File: src/rtl/sc_apc_accum_if.sv
// Handshake bundle between the SC full adder, the accumulating parallel counter and the CGRA datapath.
// master drives the samples and controls; slave is the counter.
interface sc_apc_accum_if #(
  parameter int OUT_W = 10
);
  logic             start;
  logic             in_valid;
  logic             fa_sum;
  logic             fa_cout;
  logic             out_valid;
  logic             out_ready;
  logic [OUT_W-1:0] out_count;
  logic             busy;

  modport master (
    output start, in_valid, fa_sum, fa_cout, out_ready,
    input  out_valid, out_count, busy
  );

  modport slave (
    input  start, in_valid, fa_sum, fa_cout, out_ready,
    output out_valid, out_count, busy
  );
endinterface

File: src/rtl/sc_apc_accum.sv
// Accumulating parallel counter: sums full-adder sum (x1) and cout (x2) bits over STREAM_LEN
// accepted samples and offers the binary count on a valid/ready handshake.
module sc_apc_accum #(
  parameter int STREAM_LEN = 256,
  parameter int OUT_W      = 10
) (
  input logic           clk,
  input logic           rst,
  sc_apc_accum_if.slave bus
);
  localparam int LEN_W = $clog2(STREAM_LEN + 1);
  localparam logic [LEN_W-1:0] LAST = LEN_W'(STREAM_LEN - 1);

  // The maximum count 3*STREAM_LEN must fit in OUT_W bits.
  generate
    if (STREAM_LEN < 1 || (64'd1 << OUT_W) <= 64'(3 * STREAM_LEN)) begin : g_bad_params
      $error("sc_apc_accum: need STREAM_LEN >= 1 and 2**OUT_W > 3*STREAM_LEN");
    end
  endgenerate

  typedef enum logic [1:0] {IDLE, ACCUM, DONE} state_t;

  state_t           state;
  logic [OUT_W-1:0] acc;
  logic [OUT_W-1:0] acc_nxt;
  logic [OUT_W-1:0] inc;
  logic [LEN_W-1:0] cnt;
  logic [OUT_W-1:0] out_count_q;
  logic             out_valid_q;
  logic             busy_q;

  assign inc     = OUT_W'({bus.fa_cout, bus.fa_sum});
  assign acc_nxt = acc + inc;

  always_ff @(posedge clk) begin
    if (rst) begin
      state       <= IDLE;
      acc         <= '0;
      cnt         <= '0;
      out_count_q <= '0;
      out_valid_q <= 1'b0;
      busy_q      <= 1'b0;
    end else begin
      case (state)
        IDLE: begin
          if (bus.start) begin
            state  <= ACCUM;
            acc    <= '0;
            cnt    <= '0;
            busy_q <= 1'b1;
          end
        end
        ACCUM: begin
          if (bus.in_valid) begin
            acc <= acc_nxt;
            cnt <= cnt + LEN_W'(1);
            // Final sample: the result published includes this sample's weight.
            if (cnt == LAST) begin
              state       <= DONE;
              out_count_q <= acc_nxt;
              out_valid_q <= 1'b1;
              busy_q      <= 1'b0;
            end
          end
        end
        DONE: begin
          if (bus.out_ready) begin
            out_valid_q <= 1'b0;
            if (bus.start) begin
              state  <= ACCUM;
              acc    <= '0;
              cnt    <= '0;
              busy_q <= 1'b1;
            end else begin
              state <= IDLE;
            end
          end
        end
        default: state <= IDLE;
      endcase
    end
  end

  assign bus.out_valid = out_valid_q;
  assign bus.out_count = out_count_q;
  assign bus.busy      = busy_q;
endmodule
File: src/flat_wrapper.sv
// flat-port wrapper written by rule: the top's interface ports become plain ports
module sc_apc_accum_flat 
#(
  parameter int STREAM_LEN = 256,
  parameter int OUT_W      = 10
)
  (clk, rst, bus_start, bus_in_valid, bus_fa_sum, bus_fa_cout, bus_out_ready, bus_out_valid, bus_out_count, bus_busy);
  sc_apc_accum_if #(.OUT_W(OUT_W)) bus_i ();
  input logic clk;
  input logic rst;
  input wire logic [$bits(bus_i.start)-1:0] bus_start;
  input wire logic [$bits(bus_i.in_valid)-1:0] bus_in_valid;
  input wire logic [$bits(bus_i.fa_sum)-1:0] bus_fa_sum;
  input wire logic [$bits(bus_i.fa_cout)-1:0] bus_fa_cout;
  input wire logic [$bits(bus_i.out_ready)-1:0] bus_out_ready;
  output wire logic [$bits(bus_i.out_valid)-1:0] bus_out_valid;
  output wire logic [$bits(bus_i.out_count)-1:0] bus_out_count;
  output wire logic [$bits(bus_i.busy)-1:0] bus_busy;
  assign bus_i.start = bus_start;
  assign bus_i.in_valid = bus_in_valid;
  assign bus_i.fa_sum = bus_fa_sum;
  assign bus_i.fa_cout = bus_fa_cout;
  assign bus_i.out_ready = bus_out_ready;
  assign bus_out_valid = bus_i.out_valid;
  assign bus_out_count = bus_i.out_count;
  assign bus_busy = bus_i.busy;
  sc_apc_accum #(.STREAM_LEN(STREAM_LEN), .OUT_W(OUT_W)) u_core (.clk(clk), .rst(rst), .bus(bus_i));
endmodule
File: config.mk
export PLATFORM = sky130hd
export DESIGN_NAME = sc_apc_accum_flat
export DESIGN_NICKNAME = d
export VERILOG_FILES = /design/src/rtl/sc_apc_accum_if.sv /design/src/rtl/sc_apc_accum.sv /design/src/flat_wrapper.sv
export SDC_FILE = /design/constraint.sdc
export NUM_CORES = 1
export LEC_CHECK = 0
export ABC_AREA = 1
export BUFFER_PORTS_ARGS = -buffer_cell sky130_fd_sc_hd__buf_4
export CELL_PAD_IN_SITES_DETAIL_PLACEMENT = 1
export CELL_PAD_IN_SITES_GLOBAL_PLACEMENT = 1
export CORE_MARGIN = 2
export CORE_UTILIZATION = 45
export DETAILED_ROUTE_END_ITERATION = 10
export PLACE_DENSITY_LB_ADDON = 0.1
export SLEW_MARGIN = 20
export SYNTH_ARGS = -nofsm -noshare
export SYNTH_HDL_FRONTEND = slang
export SYNTH_SLANG_ARGS = --single-unit
File: constraint.sdc
create_clock -name clk -period 4.27 [get_ports clk]
set_input_delay 0.6405 -clock clk [delete_from_list [all_inputs] [get_ports clk]]
set_output_delay 0.6405 -clock clk [all_outputs]
set_load 0.02 [all_outputs]
==> results of run 1 <==
[metal layers]
| layer | GRT usage (%) | wire, µm |
|---|---|---|
| met5 | 0 | 0 |
| met4 | 8.67 | 63 |
| met3 | 6.25 | 102 |
| met2 | 34.6 | 2020 |
| met1 | 26.2 | 1840 |
[per-stage QoR]
stage / hold slack, ns / area (µm²) / util, %
6_report: 0.475 / 1970 / 53.1
2_1_floorplan: 0.444 / 1760 / -
3_3_place_gp: 0.459 / 1890 / 50.9
5_1_grt: 0.504 / 1970 / 53.1
3_5_place_dp: 0.465 / 1890 / 50.9
4_1_cts: 0.480 / 1970 / 53.1
[final timing paths]
check                start                       to  slack (ns)  cells past startpoint
max          u_core.cnt[0]  u_core.bus.out_count[8]        2.19                      9
min          u_core.acc[0]            u_core.acc[0]        0.47                      2
max reg2reg  u_core.cnt[0]  u_core.bus.out_count[8]        2.19                      9
min reg2reg  u_core.acc[0]            u_core.acc[0]        0.47                      2
[placed cells by master, fill, tap and decap left out]
cell | netlist | final
nand4_1 | 5 | 5
clkbuf_1 | 2 | 3
nor2_4 | 2 | 2
nor2_1 | 18 | 18
a21o_1 | 1 | 1
nand2_1 | 58 | 58
nor3_1 | 2 | 2
nand2_2 | 11 | 11
nand3_1 | 18 | 18
o21ai_0 | 6 | 6
ha_1 | 4 | 4
or2_2 | 2 | 2
xor2_1 | 2 | 2
buf_4 | 0 | 18
o31ai_1 | 1 | 1
o21ai_1 | 1 | 1
a21oi_1 | 22 | 22
a21oi_2 | 4 | 4
o21a_1 | 3 | 3
o211ai_1 | 1 | 1
xnor2_1 | 1 | 1
nor2_8 | 2 | 2
clkbuf_8 | 0 | 5
inv_6 | 1 | 1
dfxtp_1 | 33 | 33
fa_1 | 1 | 1
nand2_4 | 1 | 1
inv_2 | 1 | 1
inv_1 | 35 | 35
[registers in the layout (all words and copies together), names as in the netlist]
signal	count
u_core.bus.out_valid	1
u_core.state	2
u_core.bus.busy	1
u_core.cnt	9
u_core.bus.out_count	10
u_core.acc	10
[cells by family after synthesis]
group	after synthesis
buffers and inverters	43
adder cells (fa/ha/maj)	5
AND/OR/NAND/NOR	119
XOR/XNOR	3
AO/OA/AOI/OAI	39
flip-flops	33
[cell type report]
| type | instances | area (µm²) |
|---|---|---|
| fill | 522 | 1740 |
| multi-input combinational | 166 | 893 |
| sequential | 33 | 661 |
| inverter | 37 | 144 |
| timing repair buffer | 18 | 135 |
| clock buffer | 8 | 80.1 |
| tap | 48 | 60.1 |
[worst max-delay path, stage by stage, from the launching register on]
cell and delay, ns:
dfxtp_1 0.40, ha_1 0.21, nand3_1 0.13, nor3_1 0.28, ha_1 0.20, inv_1 0.10, nor2_8 0.24, inv_1 0.19
o21ai_1 0.16, inv_1 0.05
[power groups by stage]
stage | combinational [W] | clock [W] | sequential [W]
after global routing | 0.0000642 | 0.000250 | 0.000316
after global placement | 0.0000588 | 0 | 0.000322
final | 0.0000577 | 0.000228 | 0.000315
after CTS | 0.0000587 | 0.000236 | 0.000315
after floorplan | 0.0000481 | 0 | 0.000323
after detailed placement | 0.0000587 | 0 | 0.000322
==> reports/results.tsv, run 1 <==
metric	value	unit
final cell count without fillers	310	
Die Area	4430	µm²
mean number of vias per cell	5.07	
detailed placement HPWL	2990	µm
static leakage power	0.879	nW
clock tree from TritonCTS	yes	
Power Internal	0.000445	W
main area contributors after synthesis	dfxtp_1 38%, nand2_1 12%, inv_1 7.5%, a21oi_1 6.3%, nand3_1 5.1%	
starting DRC count in detailed routing	60	
number of antenna violations at the first check in global routing	0	
Post CTS Setup Buffer Count	0	
register clock-pin slew on the reported worst setup and hold paths	0.07	ns
number of enable-type register cells in the synthesized netlist	0	
Synth Area in Adders	3.98	%
min-delay worst type	flop to flop	
boundary pin count	19	
power dissipated by switching net loads	0.000156	W
clock share of power	37.9	%
total global-route track usage	21.3	%
critical path peak fanout	16	
fraction of power spent switching nets	25.9	%
Core Footprint	3720	µm²
area share of the leading cell type in the synthesized netlist	37.6	%
main combinational cell family by area after synthesis	simple AND/OR/NAND/NOR gates	
vias after detailed routing	1571	
Achievable Freq	481	MHz
vertical die dimension	66.5	µm
share of synthesized area spent on multiplexers	0	%
Post-synth top cells	58 x nand2_1, 35 x inv_1, 33 x dfxtp_1	
cell count after synthesis	242	
first-pass GRT wire length	6990	µm
maximum buffer depth of the clock tree	2	
PnR worst setup slack	2.19	ns
warnings from Yosys	0	
final net count	273	
final hold viol count	0	
master cell of the clock root buffer	clkbuf_8	
x dimension of the die	66.5	µm
kind of end point of the critical path	flop	
std cell rows	22	
number of nets still failing antenna checks after routing	0	
Yosys cell types	29	
number of global-route vias before repair	1554	
total power divided by cell area	304	nW/µm²
cell count after placement	302	
most frequently used flop master after synthesis	dfxtp_1	
number of buffers added by the clock tree synthesis step	5	
Synthesized Nets	254	
Synth Cell Area	1760	µm²
Post-Synthesis Mean Instance Area	7.27	µm²
relative contribution of combinational cells to total power	9.6	%
fraction of final layout cells sized beyond drive strength 1	17.9	%
number of resized instances in the post-cts repair step	0	
measured slew at the worst slew-check pin	0.374	ns
number of max-slew violations in the final report	0	
hold buffer count at CTS	0	
share of async-settable or async-resettable flops after synthesis	0	%
Area growth syn-to-layout	12.2	%
initial core utilization	47.3	%
Setup Slack @ Placement	2.14	ns
largest net degree at the start of global routing	21	
sequential element share of the synthesized area	37.6	%
wirelength, routed	4030	µm
outcome	finished, final reports clean	
final antenna diode count	0	
final weighted congestion in routability-driven placement	0.746	
unrepaired setup endpoints after global routing	no	
simple logic cell fraction of the synthesized area	32.5	%
sequential power share	52.5	%
WS Path Type	flop to flop	
Final min period	2.08	ns
Final Setup Violations	0	
iteration count of the initial detailed-routing pass	4	
overall power after layout	0.000601	W
data required time at the worst endpoint	4.45	ns
cell type with the largest total area after synthesis	dfxtp_1	
fin crit share	48.6	%
type of element launching the critical path	flop	
gr ovfl total	0	
fraction of the mapped netlist area in compound gates	12.8	%
leading cell type by number of instances after synthesis	nand2_1	
Layout Skew	0.00625	ns
maximum resistive drop on vdd	0.000131	V
count of input and output buffers	18	
wire per inst	13.0	µm
number of synthesized register bits	33	
Skew-Pair Late Insertion Delay	0.29	ns
arrival time at the worst endpoint	2.26	ns
xor/xnor share of the synthesized area	1.49	%
MaxCap Viol Count	0	
H-Tree Depth	2	
clock sink total	33	
detailed-route DRC error count	0	
normalized max-slew margin	75.0	%
Post-Route Setup TNS	0	ns
Note: power is estimated with default switching activity, not from simulation.
==> inputs of run 2 (changes only) <==
--- a/config.mk
+++ b/config.mk
@@ -10,7 +10,7 @@
 export CELL_PAD_IN_SITES_DETAIL_PLACEMENT = 1
 export CELL_PAD_IN_SITES_GLOBAL_PLACEMENT = 1
 export CORE_MARGIN = 2
-export CORE_UTILIZATION = 45
+export CORE_UTILIZATION = 38
 export DETAILED_ROUTE_END_ITERATION = 10
 export PLACE_DENSITY_LB_ADDON = 0.1
 export SLEW_MARGIN = 20
==> constraint.sdc (replaced) <==
create_clock -name clk -period 1.7 [get_ports clk]
set_input_delay 0.255 -clock clk [delete_from_list [all_inputs] [get_ports clk]]
set_output_delay 0.255 -clock clk [all_outputs]
set_load 0.02 [all_outputs]
==> run 2 against run 1 <==
Setup slack got worse by 2.1 ns; global-route usage down 3.2 points; count of clock-buffer cells in the layout decreased by 3; non-clock buffer count is 15 higher; sequential power rose to 2.5 times the previous value; via count rose by 0.64%; clock power up 140%; clock skew up 0.0057 ns; final cell count is 5.5% higher; critical endpoint unchanged; hold slack got worse by 0.15 ns; first-iteration DRC count stayed put; sequential cell count is the same.
==> reports/results.tsv, run 2 (same netlist as run 1, synthesis figures left out) <==
metric	value	unit	change
critical path peak fanout	8		-8
wirelength, routed	4250	µm	+5.6%
detailed placement HPWL	3200	µm	+7.0%
register clock-pin slew on the reported worst setup and hold paths	0.07	ns	about the same
wire per inst	13.0	µm	+0.15%
static leakage power	0.993	nW	+13%
measured slew at the worst slew-check pin	0.351	ns	-0.0229 ns
initial core utilization	39.9	%	-7.5 points
iteration count of the initial detailed-routing pass	3		-1
kind of end point of the critical path	flop		
clock tree from TritonCTS	yes		
outcome	finished, final reports clean		
most frequent cells in the layout	54 x nand2_1, 33 x buf_4, 31 x inv_1, 30 x dfxtp_1, 22 x a21oi_1		
x dimension of the die	72.0	µm	+8.3%
Final min period	1.65	ns	-0.423 ns
Final Setup Violations	0		unchanged
starting DRC count in detailed routing	60		unchanged
final antenna diode count	0		unchanged
final hold viol count	0		unchanged
total global-route track usage	18.1	%	-3.2 points
std cell rows	24		+9.1%
number of global-route vias before repair	1596		+2.7%
gr ovfl total	0		unchanged
reg2reg end	u_core.bus.out_count[8]		
total power divided by cell area	692	nW/µm²	+130%
WS Path Type	flop to flop		
final cell count without fillers	327		+5.5%
number of antenna violations at the first check in global routing	0		unchanged
clock sink total	33		unchanged
Min-Delay Startpoint	rst		
data required time at the worst endpoint	1.88	ns	-2.57 ns
cell depth of the worst min-delay path	2		unchanged
ordered cell list for the critical path	ha_4 > nand3_4 > nor3_4 > ha_2 > inv_2 > nor2_8 > clkinvlp_4 > o21ai_2 > inv_1		
cell count after placement	321		+6.3%
maximum buffer depth of the clock tree	2		unchanged
type of element launching the critical path	flop		
Crit-path slowest cell	dfxtp_2		
Skew-Pair Late Insertion Delay	0.29	ns	about the same
count of input and output buffers	18		unchanged
Area growth syn-to-layout	23.9	%	
detailed-route DRC error count	0		unchanged
MaxCap Viol Count	0		unchanged
unrepaired setup endpoints after global routing	yes		
Die Area	5190	µm²	+17%
final net count	288		+5.5%
vias after detailed routing	1581		+0.64%
number of max-slew violations in the final report	0		unchanged
number of buffers added by the clock tree synthesis step	5		unchanged
largest net degree at the start of global routing	21		unchanged
number of nets still failing antenna checks after routing	0		unchanged
H-Tree Depth	2		unchanged
hold buffer count at CTS	0		unchanged
final core area utilization	49.4	%	-3.7 points
normalized max-slew margin	76.6	%	+1.5 points
master cell of the clock root buffer	clkbuf_8		
final weighted congestion in routability-driven placement	0.780		+4.5%
slowest cell delay on critical path	0.36	ns	-0.04 ns
Worst Reg-to-Reg Cells	9		unchanged
arrival time at the worst endpoint	1.83	ns	-0.43 ns
worst slack on hold paths	0.323	ns	-0.152 ns
most common library cell in the layout ignoring fill and taps	nand2_1		
fin crit share	97.3	%	+49 points
min-delay worst type	input port to flop		
R2R setup slack	0.05	ns	-2.15 ns
maximum resistive drop on vdd	0.000457	V	+250%
mean number of vias per cell	4.83		-4.6%
Worst Hold Path EP	u_core.acc[4]		
Layout Skew	0.0119	ns	+0.00565 ns
first-pass GRT wire length	7250	µm	+3.7%
fraction of final layout cells sized beyond drive strength 1	30.2	%	+12 points
Post-Route Setup TNS	0	ns	unchanged
vertical die dimension	72.0	µm	+8.3%
Achievable Freq	604	MHz	+26%
boundary pin count	19		unchanged
beginning of the worst register-to-register path	u_core.cnt[0]		
Core Footprint	4410	µm²	+19%
==> run 2: layout make-up <==
class	instances	area [µm²]
multi-input combinational	166	978
clock buffer	5	68.8
fill	559	2230
clock inverter	1	5.00
sequential	33	664
timing repair buffer	33	248
tap	52	65.1
inverter	37	150
==> run 2: power by group <==
| part | total, W | switching [W] | internal, W |
|---|---|---|---|
| logic | 0.000164 | 0.000108 | 0.0000557 |
| clock network | 0.000553 | 0.000284 | 0.000269 |
| registers | 0.000792 | 0.00000890 | 0.000783 |
==> run 2: how the worst max path moves through the flow <==
stage / startpoint / to / cells past startpoint
global route: u_core.cnt[0] / u_core.bus.out_count[8] / 9
CTS: u_core.cnt[0] / u_core.bus.out_count[8] / 9
detailed placement: bus_fa_sum / u_core.acc[4] / 11
global placement: bus_fa_sum / u_core.acc[4] / 11
floorplan: u_core.cnt[0] / u_core.bus.out_count[6] / 10
finish: u_core.cnt[0] / u_core.bus.out_count[8] / 9
==> run 2: worst max-delay path, delay by kind of cell, from the launching register on <==
| kind | cells | cell delay, ns |
|---|---|---|
| and+or+nand+nor | 3 | 0.37 |
| DFF | 1 | 0.36 |
| adders and majority gates | 2 | 0.34 |
| buffers and inverters | 3 | 0.30 |
| AOI/OAI and AO/OA | 1 | 0.17 |
==> run 2: through the flow <==
step | area (µm²) | setup slack [ns] | total power, W
CTS | 2130 | 0.00409 | 0.00153
global placement | 2010 | -0.0586 | 0.000968
floorplan | 1760 | 0.0302 | 0.000931
detailed placement | 2010 | -0.0749 | 0.000970
global route | 2180 | -0.0738 | 0.00158
finish | 2180 | 0.0453 | 0.00151
==> run 2: layer usage <==
layer | up-vias | track usage [%] | wire length [µm]
met2 | 12 | 32.2 | 2150
met4 | 0 | 6.29 | 63
met1 | 731 | 21.1 | 1930
met3 | 6 | 4.58 | 101
li1 | 832 | - | -
met5 | - | 0 | 0
==> run 2: timing repair <==
action                                  4_1_cts  5_1_grt
endpoints found under the setup margin       12       12
buffers inserted                              0        0
resized for setup                            13       13
pin swaps                                     4       11
==> inputs of run 3 (changes only) <==
--- a/config.mk
+++ b/config.mk
@@ -12,6 +12,7 @@
 export CORE_MARGIN = 2
 export CORE_UTILIZATION = 38
 export DETAILED_ROUTE_END_ITERATION = 10
+export MAX_ROUTING_LAYER = met4
 export PLACE_DENSITY_LB_ADDON = 0.1
 export SLEW_MARGIN = 20
 export SYNTH_ARGS = -nofsm -noshare
==> run 3 against run 2 <==
Final cell count unchanged; sequential cell count unchanged; sequential power about the same; first-iteration DRC count up 8.3%; core utilization unchanged; clock power about the same; setup slack about the same; register-to-register slack about the same; critical path type unchanged; highest routed layer unchanged.
==> reports/results.tsv, run 3 (same netlist as run 1, synthesis figures left out) <==
metric	value	unit	change
final antenna diode count	0		unchanged
wire per inst	13.0	µm	+0.16%
total global-route track usage	18.6	%	+0.54 points
number of antenna violations at the first check in global routing	0		unchanged
clock share of power	36.7	%	about the same
boundary pin count	19		unchanged
register clock-pin slew on the reported worst setup and hold paths	0.07	ns	about the same
static leakage power	0.993	nW	unchanged
Core Footprint	4410	µm²	unchanged
mean number of vias per cell	4.84		+0.19%
slowest cell delay on critical path	0.36	ns	about the same
detailed-route DRC error count	0		unchanged
global-route met1 utilization	21.1	%	unchanged
Layout Skew	0.0119	ns	-0.0000539 ns
master cell of the clock root buffer	clkbuf_8		
count of input and output buffers	18		unchanged
relative contribution of combinational cells to total power	10.8	%	about the same
critical path peak fanout	8		unchanged
GRT busiest layer	met2		
min-delay worst type	input port to flop		
Final Setup Violations	0		unchanged
Crit-path slowest cell	dfxtp_2		
detailed placement HPWL	3200	µm	unchanged
type of element launching the critical path	flop		
worst slack on hold paths	0.324	ns	+0.000853 ns
clock tree from TritonCTS	yes		
number of buffers added by the clock tree synthesis step	5		unchanged
measured slew at the worst slew-check pin	0.351	ns	-0.0000763 ns
wirelength, routed	4260	µm	+0.16%
vertical die dimension	72.0	µm	unchanged
gr ovfl total	0		unchanged
arrival time at the worst endpoint	1.83	ns	about the same
Achievable Freq	604	MHz	about the same
power dissipated by switching net loads	0.000402	W	+0.21%
Die Area	5190	µm²	unchanged
final weighted congestion in routability-driven placement	0.791		+1.4%
kind of end point of the critical path	flop		
largest net degree at the start of global routing	21		unchanged
iteration count of the initial detailed-routing pass	4		+1
initial core utilization	39.9	%	unchanged
most frequent cells in the layout	54 x nand2_1, 33 x buf_4, 31 x inv_1, 30 x dfxtp_1, 22 x a21oi_1		
ordered cell list for the critical path	ha_4 > nand3_4 > nor3_4 > ha_2 > inv_2 > nor2_8 > clkinvlp_4 > o21ai_2 > inv_1		
x dimension of the die	72.0	µm	unchanged
MaxCap Viol Count	0		unchanged
Final min period	1.65	ns	+0.0000463 ns
Skew-Pair Late Insertion Delay	0.29	ns	about the same
sequential power share	52.5	%	about the same
Power Internal	0.00111	W	about the same
unrepaired setup endpoints after global routing	yes		
hold buffer count at CTS	0		unchanged
H-Tree Depth	2		unchanged
normalized max-slew margin	76.6	%	about the same
Area growth syn-to-layout	23.9	%	unchanged
PnR worst setup slack	0.0453	ns	-0.0000463 ns
fraction of final layout cells sized beyond drive strength 1	30.2	%	unchanged
Post CTS Setup Buffer Count	0		unchanged
final hold viol count	0		unchanged
number of max-slew violations in the final report	0		unchanged
number of global-route vias before repair	1601		+0.31%
WS Path Type	flop to flop		
std cell rows	24		unchanged
vias after detailed routing	1584		+0.19%
maximum buffer depth of the clock tree	2		unchanged
starting DRC count in detailed routing	65		+8.3%
Setup Slack @ Placement	-0.0749	ns	unchanged
data required time at the worst endpoint	1.88	ns	about the same
fraction of power spent switching nets	26.6	%	+0.040 points
first-pass GRT wire length	7250	µm	about the same
fin crit share	97.3	%	about the same
outcome	finished, final reports clean		
maximum resistive drop on vdd	0.000460	V	+0.62%
most common library cell in the layout ignoring fill and taps	nand2_1		
final core area utilization	49.4	%	unchanged
total power divided by cell area	693	nW/µm²	about the same
GR Layer Usage met2	32.2	%	unchanged
met3 capacity usage during global routing	4.58	%	unchanged
number of nets still failing antenna checks after routing	0		unchanged
clock sink total	33		unchanged
final net count	288		unchanged
==> run 3: cell counts in the layout (fill, tap and decap cells not counted) <==
No cell type changed its count.
==> run 3: worst paths after layout <==
check	slack [ns]	from	cells past startpoint	to
setup / recovery	0.05	u_core.cnt[0]	9	u_core.bus.out_count[8]
hold / removal	0.32	rst	2	u_core.acc[4]
setup reg to reg	0.05	u_core.cnt[0]	9	u_core.bus.out_count[8]
hold reg to reg	0.46	u_core.bus.out_count[2]	2	u_core.bus.out_count[2]
==> run 3: per-stage QoR <==
step                      instances  total power (W)  area, µm²  TNS [ns]
final                           327          0.00151       2180         0
after global routing            327          0.00158       2180    -0.339
after CTS                       327          0.00153       2130         0
after detailed placement        321         0.000970       2010    -0.368
after global placement          321         0.000968       2010   -0.0662
after floorplan                 242         0.000931       1760         0
==> run 3: cell type report <==
cell class / count / area, µm²
clock inverters: 1 / 5.00
repair buffers: 33 / 248
well taps: 52 / 65.1
inverters: 37 / 150
clock buffers: 5 / 68.8
fillers: 559 / 2230
flip-flops and latches: 33 / 664
multi-input cells: 166 / 978
==> run 3: layer usage <==
metal  part of all wire [%]  vias to the layer above
met2                     51                       12
met1                     46                      734
met3                    2.4                        6
li1                       -                      832
met5                      0                        -
met4                    1.4                        0
==> run 3: critical path: cells and delay by family (launching register included) <==
| kind | cells | cell delay (ns) |
|---|---|---|
| simple gates | 3 | 0.37 |
| buf+inv | 3 | 0.30 |
| compound gates | 1 | 0.17 |
| fa+ha+maj | 2 | 0.34 |
| flops | 1 | 0.36 |
==> run 3: power groups by stage <==
stage,logic (W),clock network (W),registers [W]
final,0.000164,0.000554,0.000792
after global routing,0.000181,0.000610,0.000792
after CTS,0.000165,0.000577,0.000791
after detailed placement,0.000163,0,0.000807
after global placement,0.000161,0,0.000807
after floorplan,0.000121,0,0.000810
==> run 3: repair_timing <==
| item | CTS | global route |
|---|---|---|
| hold endpoints to repair | 0 | 0 |
| gates resized for setup | 13 | 13 |
| setup endpoints to repair | 12 | 12 |
| pin swaps | 4 | 11 |
